<file path="config.mk">
export PLATFORM = sky130hd
export DESIGN_NAME = map_read_arbiter
export DESIGN_NICKNAME = d
export VERILOG_FILES = /design/src/rtl/map_read_arbiter.sv
export SDC_FILE = /design/constraint.sdc
export NUM_CORES = 1
export LEC_CHECK = 0
export ABC_CLOCK_PERIOD_IN_PS = 1600
export BUFFER_PORTS_ARGS = -buffer_cell sky130_fd_sc_hd__buf_2
export CAP_MARGIN = 15
export CORE_MARGIN = 5
export CORE_UTILIZATION = 42
export DETAILED_ROUTE_END_ITERATION = 8
export PLACE_DENSITY = 0.73
export SYNTH_ARGS = -nofsm -noshare
export SYNTH_HDL_FRONTEND = slang
export SYNTH_SLANG_ARGS = --single-unit
</file>
<file path="constraint.sdc">
create_clock -name pixel_clk_in -period 1.6 [get_ports pixel_clk_in]
set_input_delay 0.32 -clock pixel_clk_in [delete_from_list [all_inputs] [get_ports pixel_clk_in]]
set_output_delay 0.32 -clock pixel_clk_in [all_outputs]
set_load 0.05 [all_outputs]
</file>
<file path="src/rtl/map_read_arbiter.sv">
// Shares one map BRAM read port between two DDA units with a round-robin arbiter.
// A tag pipeline that matches the BRAM latency routes each returned value back to its requester, in order.
module map_read_arbiter #(
    parameter int N            = 24,
    parameter int BRAM_LATENCY = 2,
    localparam int ADDR_W      = $clog2(N*N)
) (
    input  logic              pixel_clk_in,
    input  logic              rst_n_in,
    input  logic [1:0]        req_in,
    input  logic [ADDR_W-1:0] addr0_in,
    input  logic [ADDR_W-1:0] addr1_in,
    output logic [ADDR_W-1:0] bram_addr_out,
    input  logic [3:0]        bram_data_in,
    output logic [3:0]        data_out,
    output logic [1:0]        data_valid_out,
    output logic              busy_out
);

    localparam int CELLS = N * N;

    logic [1:0]              pending_q;
    logic [1:0]              pending_d;
    logic                    ptr_q;
    logic                    iss_vld_q;
    logic                    iss_id_q;
    logic                    iss_oor_q;
    logic [BRAM_LATENCY-1:0] pipe_vld_q;
    logic [BRAM_LATENCY-1:0] pipe_id_q;
    logic [BRAM_LATENCY-1:0] pipe_oor_q;

    logic [1:0]        eligible;
    logic              grant_vld;
    logic              grant_id;
    logic [ADDR_W-1:0] win_addr;
    logic              win_oor;
    logic              exit_vld;
    logic              exit_id;
    logic              exit_oor;

    // A requester whose valid pulse is showing this cycle must wait one more cycle before re-arbitrating.
    always_comb begin
        eligible  = req_in & ~pending_q & ~data_valid_out;
        grant_vld = |eligible;
        grant_id  = (eligible == 2'b11) ? ptr_q : eligible[1];
        win_addr  = grant_id ? addr1_in : addr0_in;
        win_oor   = int'(win_addr) >= CELLS;
        exit_vld  = pipe_vld_q[BRAM_LATENCY-1];
        exit_id   = pipe_id_q[BRAM_LATENCY-1];
        exit_oor  = pipe_oor_q[BRAM_LATENCY-1];
        pending_d = pending_q;
        if (exit_vld) begin
            pending_d[exit_id] = 1'b0;
        end
        if (grant_vld) begin
            pending_d[grant_id] = 1'b1;
        end
    end

    always_ff @(posedge pixel_clk_in or negedge rst_n_in) begin
        if (!rst_n_in) begin
            pending_q      <= '0;
            ptr_q          <= 1'b0;
            iss_vld_q      <= 1'b0;
            iss_id_q       <= 1'b0;
            iss_oor_q      <= 1'b0;
            pipe_vld_q     <= '0;
            pipe_id_q      <= '0;
            pipe_oor_q     <= '0;
            bram_addr_out  <= '0;
            data_out       <= '0;
            data_valid_out <= '0;
        end else begin
            pending_q <= pending_d;
            iss_vld_q <= grant_vld;
            if (grant_vld) begin
                ptr_q         <= ~grant_id;
                iss_id_q      <= grant_id;
                iss_oor_q     <= win_oor;
                bram_addr_out <= win_oor ? '0 : win_addr;
            end

            // The issue stage sits alongside bram_addr_out; the tag stages then track the BRAM latency.
            pipe_vld_q[0] <= iss_vld_q;
            pipe_id_q[0]  <= iss_id_q;
            pipe_oor_q[0] <= iss_oor_q;
            for (int k = 1; k < BRAM_LATENCY; k++) begin
                pipe_vld_q[k] <= pipe_vld_q[k-1];
                pipe_id_q[k]  <= pipe_id_q[k-1];
                pipe_oor_q[k] <= pipe_oor_q[k-1];
            end

            data_valid_out <= '0;
            if (exit_vld) begin
                data_valid_out[exit_id] <= 1'b1;
                data_out                <= exit_oor ? 4'hF : bram_data_in;
            end
        end
    end

    assign busy_out = iss_vld_q | (|pipe_vld_q);

endmodule

</file>
# Word-level counts from Yosys, hierarchy flattened
# Index checks and enable logic that the tools add are counted.
dict set report totals {
  rom_bits 0
  output_inout_bits 17
  latchBits 0
  reg_bits 28
  ram_bits 0
  elab_cells 41
  mem_count 0
}
dict set report classes {
  div 0
  n_eq_ne 1
  n_reduce_logical 4
  multipliers 0
  n_addsub 0
  n_shift 0
  order_cmp 5
  n_mux 11
  bitwise 9
}
# op n
set ops {}
lappend ops {{$mux W10} 2}
lappend ops {{$ge A10 B10 Y1 const B} 1}
lappend ops {{$and A2 B2 Y2} 3}
lappend ops {{$mux W2} 3}
lappend ops {{$not A2 Y2} 3}
lappend ops {{$lt A1 B2 Y1 const B} 2}
lappend ops {{$mux W4} 1}
lappend ops {{$reduce_or A2 Y1} 2}
lappend ops {{$mux W1} 3}
lappend ops {{$demux W1 S1} 2}
lappend ops {{$eq A2 B2 Y1 const B} 1}
lappend ops {{$ge A1 B1 Y1 const B} 2}
lappend ops {{$logic_and A1 B1 Y1} 2}
lappend ops {{$or A2 B2 Y2} 1}
lappend ops {{$not A1 Y1} 1}
lappend ops {{$or A1 B1 Y1} 1}

# Longest topological paths before layout
dict set report logic_depth {
  word_depth 11
  mapped_depth 5
  depth_no_buf 5
}

# Worst setup path after synthesis
# Ideal clock, no wire load.
dict set report synth_path {
  path_kind {register to register}
  startpoint {register data_valid_out[0]}
  endpoint {register bram_addr_out[6]}
  t_required_ps 1478
  path_stages_with_launch 6
  setup_slack_ps -186
  setup_time_ps 122
  t_arrival_ps 1664
  cell_sequence {dfrtp_1 or3b_1 o21a_4 clkbuf_1 a32oi_1 nand2_1}
}
dict set report synth_between {
  elab_chain_len 7
}
# element line_no
set synth_lines {}
lappend synth_lines {{start: declaration} 16} ;# output logic [1:0] data_valid_out,
lappend synth_lines {{start signal: assignment} 72} ;# data_valid_out <= '0;
lappend synth_lines {{start signal: assignment} 93} ;# data_valid_out <= '0;
lappend synth_lines {{start signal: indexed assignment} 95} ;# data_valid_out[exit_id] <= 1'b1;
lappend synth_lines {{$not A2 Y2 *} 43} ;# eligible = req_in & ~pending_q & ~data_valid_out;
lappend synth_lines {{$and A2 B2 Y2 *} 43}
lappend synth_lines {{$eq A2 B2 Y1} 45} ;# grant_id = (eligible == 2'b11) ? ptr_q : eligible[1];
lappend synth_lines {{$mux W1} 45}
lappend synth_lines {{$mux W10} 46} ;# win_addr = grant_id ? addr1_in : addr0_in;
lappend synth_lines {{$ge A10 B10 Y1} 47} ;# win_oor = int'(win_addr) >= CELLS;
lappend synth_lines {{$mux W10} 80} ;# bram_addr_out <= win_oor ? '0 : win_addr;
lappend synth_lines {{end signal: assignment} 80}
lappend synth_lines {{end: declaration} 13} ;# output logic [ADDR_W-1:0] bram_addr_out,
# Every way passes the cells marked *; elsewhere a longest branch is shown, timed or not.
# A chain may end at the register's enable or synchronous reset.

# Worst setup path in the final report
dict set report layout_path {
  startpoint {register pending_q[0]}
  endpoint {register bram_addr_out[7]}
}
dict set report layout_between {
  elab_chain_len 8
}
# element line_no
set layout_lines {}
lappend layout_lines {{start: declaration} 22} ;# logic [1:0] pending_q;
lappend layout_lines {{start signal: assignment} 74} ;# pending_q <= pending_d;
lappend layout_lines {{$not A2 Y2 *} 43}
lappend layout_lines {{$and A2 B2 Y2 * (2 in series)} 43}
lappend layout_lines {{$eq A2 B2 Y1} 45}
lappend layout_lines {{$mux W1} 45}
lappend layout_lines {{$mux W10} 46}
lappend layout_lines {{$ge A10 B10 Y1} 47}
lappend layout_lines {{$mux W10} 80}
# Marked as above.

==> impl_results.md <==
- Htree depth: 1
- Routed WL: 2406 µm
- Clock sinks: 28
- 1st-iter DRT viols: 23
- Worst-path fanout max: 7
- Top Ports: 45
- Fin area: 1498 µm²
- Fin Hold WS: -0.01963 ns
- DP HPWL: 1933 µm
- Vias per cell: 5.260
- Cells after Synth: 94
- Final Slew Violations: 0
- Fin. Hold Viols: 28
- Status: finished with violations
- Filler cells: 217
- Top_reg_cell synth: dfrtp_1
- CTS Root Cell: clkbuf_4
- Leak: 0.0007558 µW
- Crit path DAT: 1.85 ns
- Hold Crit Class: input pin to asynchronous set/reset pin
- Post-synth EDFFs: 0
- # placed instances: 175
- Synthesized area per cell: 11.81 µm²
- Final Cycle Share: 1.001
- WS Path Type: register to register
- Inserted Clock Buffers: 3
- Die Span Y: 61.41 µm
- Vias in the first global route: about 1000
- Placed Area: about 1400 µm²
- Total number of vias: ~950
- Worst-path clk slew: 0.14 ns
- DR DRC count: 0
- Worst setup SP type: register
- Max Cap Viol: 0
- Failing checks: hold timing, setup timing
- Number of synthesis warnings: 0
- Clock Latency Late Sink: 0.31 ns
- R2R Path Start: pending_q[0]
- Fmax: 0.6243 GHz
- Place WS: ~0.0080 ns
- Final Non-Filler Cells: roughly 180
- CTS tree: done
- Routed wire per std cell: roughly 13 µm
- Core footprint: approximately 2500 µm²
- Row cnt: 18
- Yosys cell types: 25
- Die area: between 3000 and 4000 µm²
- Setup WS post-layout: -0.001737 ns
- Power Density: 2077 nW/µm²
- Initial antenna violation count: 0
- Syn-to-layout area delta: 34.95%
- Largest net degree at the start of global routing: 29
- Global Route Usage Sum: 0.1452
- Worst-margin pin slew: 0.5921 ns
- Setup Skew: about 0.0038 ns
- First-pass GRT wire length: roughly 4100 µm
- Initial Utilization: 0.4439
- Asr flop ratio synth: 1.000
- I/O Buffers: 44
- Peak supply drop: 0.001183 V
- Data required, critical path: 1.85 ns
- Fin crit period: 1.602 ns
- Critical Path End Type: register
- N_diodes: 0
- Gr ovfl total: 0
- # setup viols final: 1
- Critical Path Start: pending_q[0]
- Synthesized area: between 1000 and 1500 µm²
- Layout cell share with drive strength beyond 1: 0.4238
- Post-synth net total: 122
- Post-route ant nets: 0
- Post-layout nets: 180
- Slew margin rel.: 0.6053
- Die width: between 60 and 70 µm
- Worst-case clock buffer depth: 2
- Drt first pass iters: 4
- RSZ-0062 raised after global routing: true
- Synthesized flop and latch total: 28
- Seq/Total Area, Yosys: 0.6313
- GP Congestion: between 0.8 and 0.9
==> final timing paths <==
path,slack [ns],endpoint,cells past startpoint
max,-0.002,bram_addr_out[7],4
min,-0.02,data_out[0],1
max reg2reg,-0.002,bram_addr_out[7],4
min reg2reg,0.36,pipe_oor_q[1],0
max in group asynchronous,1.20,data_valid_out[0],1
min in group pixel_clk_in,0.20,data_out[0],2
==> routing by layer <==
| metal | GRT usage | share of wire |
|---|---|---|
| met2 | 0.2372 | 0.48 |
| met5 | 0 | 0 |
| met3 | 0.03564 | 0.097 |
| met1 | 0.1845 | 0.42 |
| met4 | 0.06061 | 0.0062 |
==> logic make-up after synthesis <==
kind of cell    after synthesis  share of synthesized area
buf+inv                       7                    0.02480
flops                        28                     0.6313
compound gates               28                     0.1838
simple gates                 29                     0.1421
mux                           2                    0.01804
==> sequential cells by signal, summed over array words and instances (netlist names) <==
name            count
pipe_id_q           2
pipe_oor_q          2
ptr_q               1
pending_q           2
bram_addr_out      10
iss_oor_q           1
iss_vld_q           1
data_out            4
iss_id_q            1
data_valid_out      2
pipe_vld_q          2
==> cell usage in the layout (no fill, tap or decap), types with 2 or more instances in the layout <==
| cell | count |
|---|---|
| o21ai_1 | 6 |
| a32oi_1 | 2 |
| nand2_1 | 10 |
| nand3b_1 | 3 |
| buf_2 | 43 |
| mux2i_1 | 2 |
| clkbuf_4 | 3 |
| a22o_1 | 2 |
| nor3_1 | 2 |
| nor2_1 | 5 |
| buf_4 | 12 |
| o22a_1 | 4 |
| nand2b_1 | 3 |
| a21oi_1 | 2 |
| inv_1 | 4 |
| a22oi_1 | 7 |
| dfrtp_1 | 27 |
==> timing repair <==
| action | 4_1_cts | 5_1_grt |
|---|---|---|
| buffers inserted | 1 | 1 |
| resized for setup | 2 | 6 |
| setup endpoints to repair | 2 | 8 |
| hold buffers | 0 | 0 |
| pin swaps | 1 | 1 |
| cloned | 0 | 0 |
==> cell usage after synthesis, drive strengths merged, types with 2 or more instances <==
library cell | count | area, µm²
nor3 | 2 | 10.01
mux2i | 2 | 20.02
clkbuf | 2 | 7.510
a21oi | 2 | 10.01
or3b | 2 | 17.52
nor2 | 5 | 18.77
a32oi | 2 | 17.52
nand3b | 3 | 22.52
o21ai | 7 | 35.03
nor3b | 2 | 20.02
o22a | 4 | 35.03
nand2 | 10 | 37.54
inv | 4 | 15.01
dfrtp | 28 | 700.7
nand2b | 3 | 18.77
a22o | 2 | 17.52
a22oi | 7 | 52.55
==> power breakdown <==
part	leakage [µW]	internal, µW	switching [µW]
combinational	0.000395	559	1050
sequential	0.000340	1010	160
clock	0.0000210	139	192
==> cell type report <==
cell class,count,area (µm²),share of cell area
clock buffers,4,36.28,0.02423
inverters,4,15.01,0.01003
multi-input cells,59,390.4,0.2607
flip-flops and latches,28,701.9,0.4687
well taps,30,37.54,0.02506
repair buffers,56,316.6,0.2114
==> critical path, cell delays in order (launching register included) <==
cell     delay, ns
dfrtp_1       0.40
or3b_4        0.40
o21a_4        0.23
or3b_1        0.34
a31oi_1       0.16
==> metrics by stage <==
step	util	total power, µW	TNS [ns]
5_1_grt	0.5991	3320	-0.09996
6_report	0.5991	3111	-0.001737
3_5_place_dp	0.5761	2751	0
4_1_cts	0.5961	3122	-0.005482
2_1_floorplan	-	2264	-0.4724
3_3_place_gp	0.5761	2705	0
No activity file was read; power rests on OpenSTA's default activity.
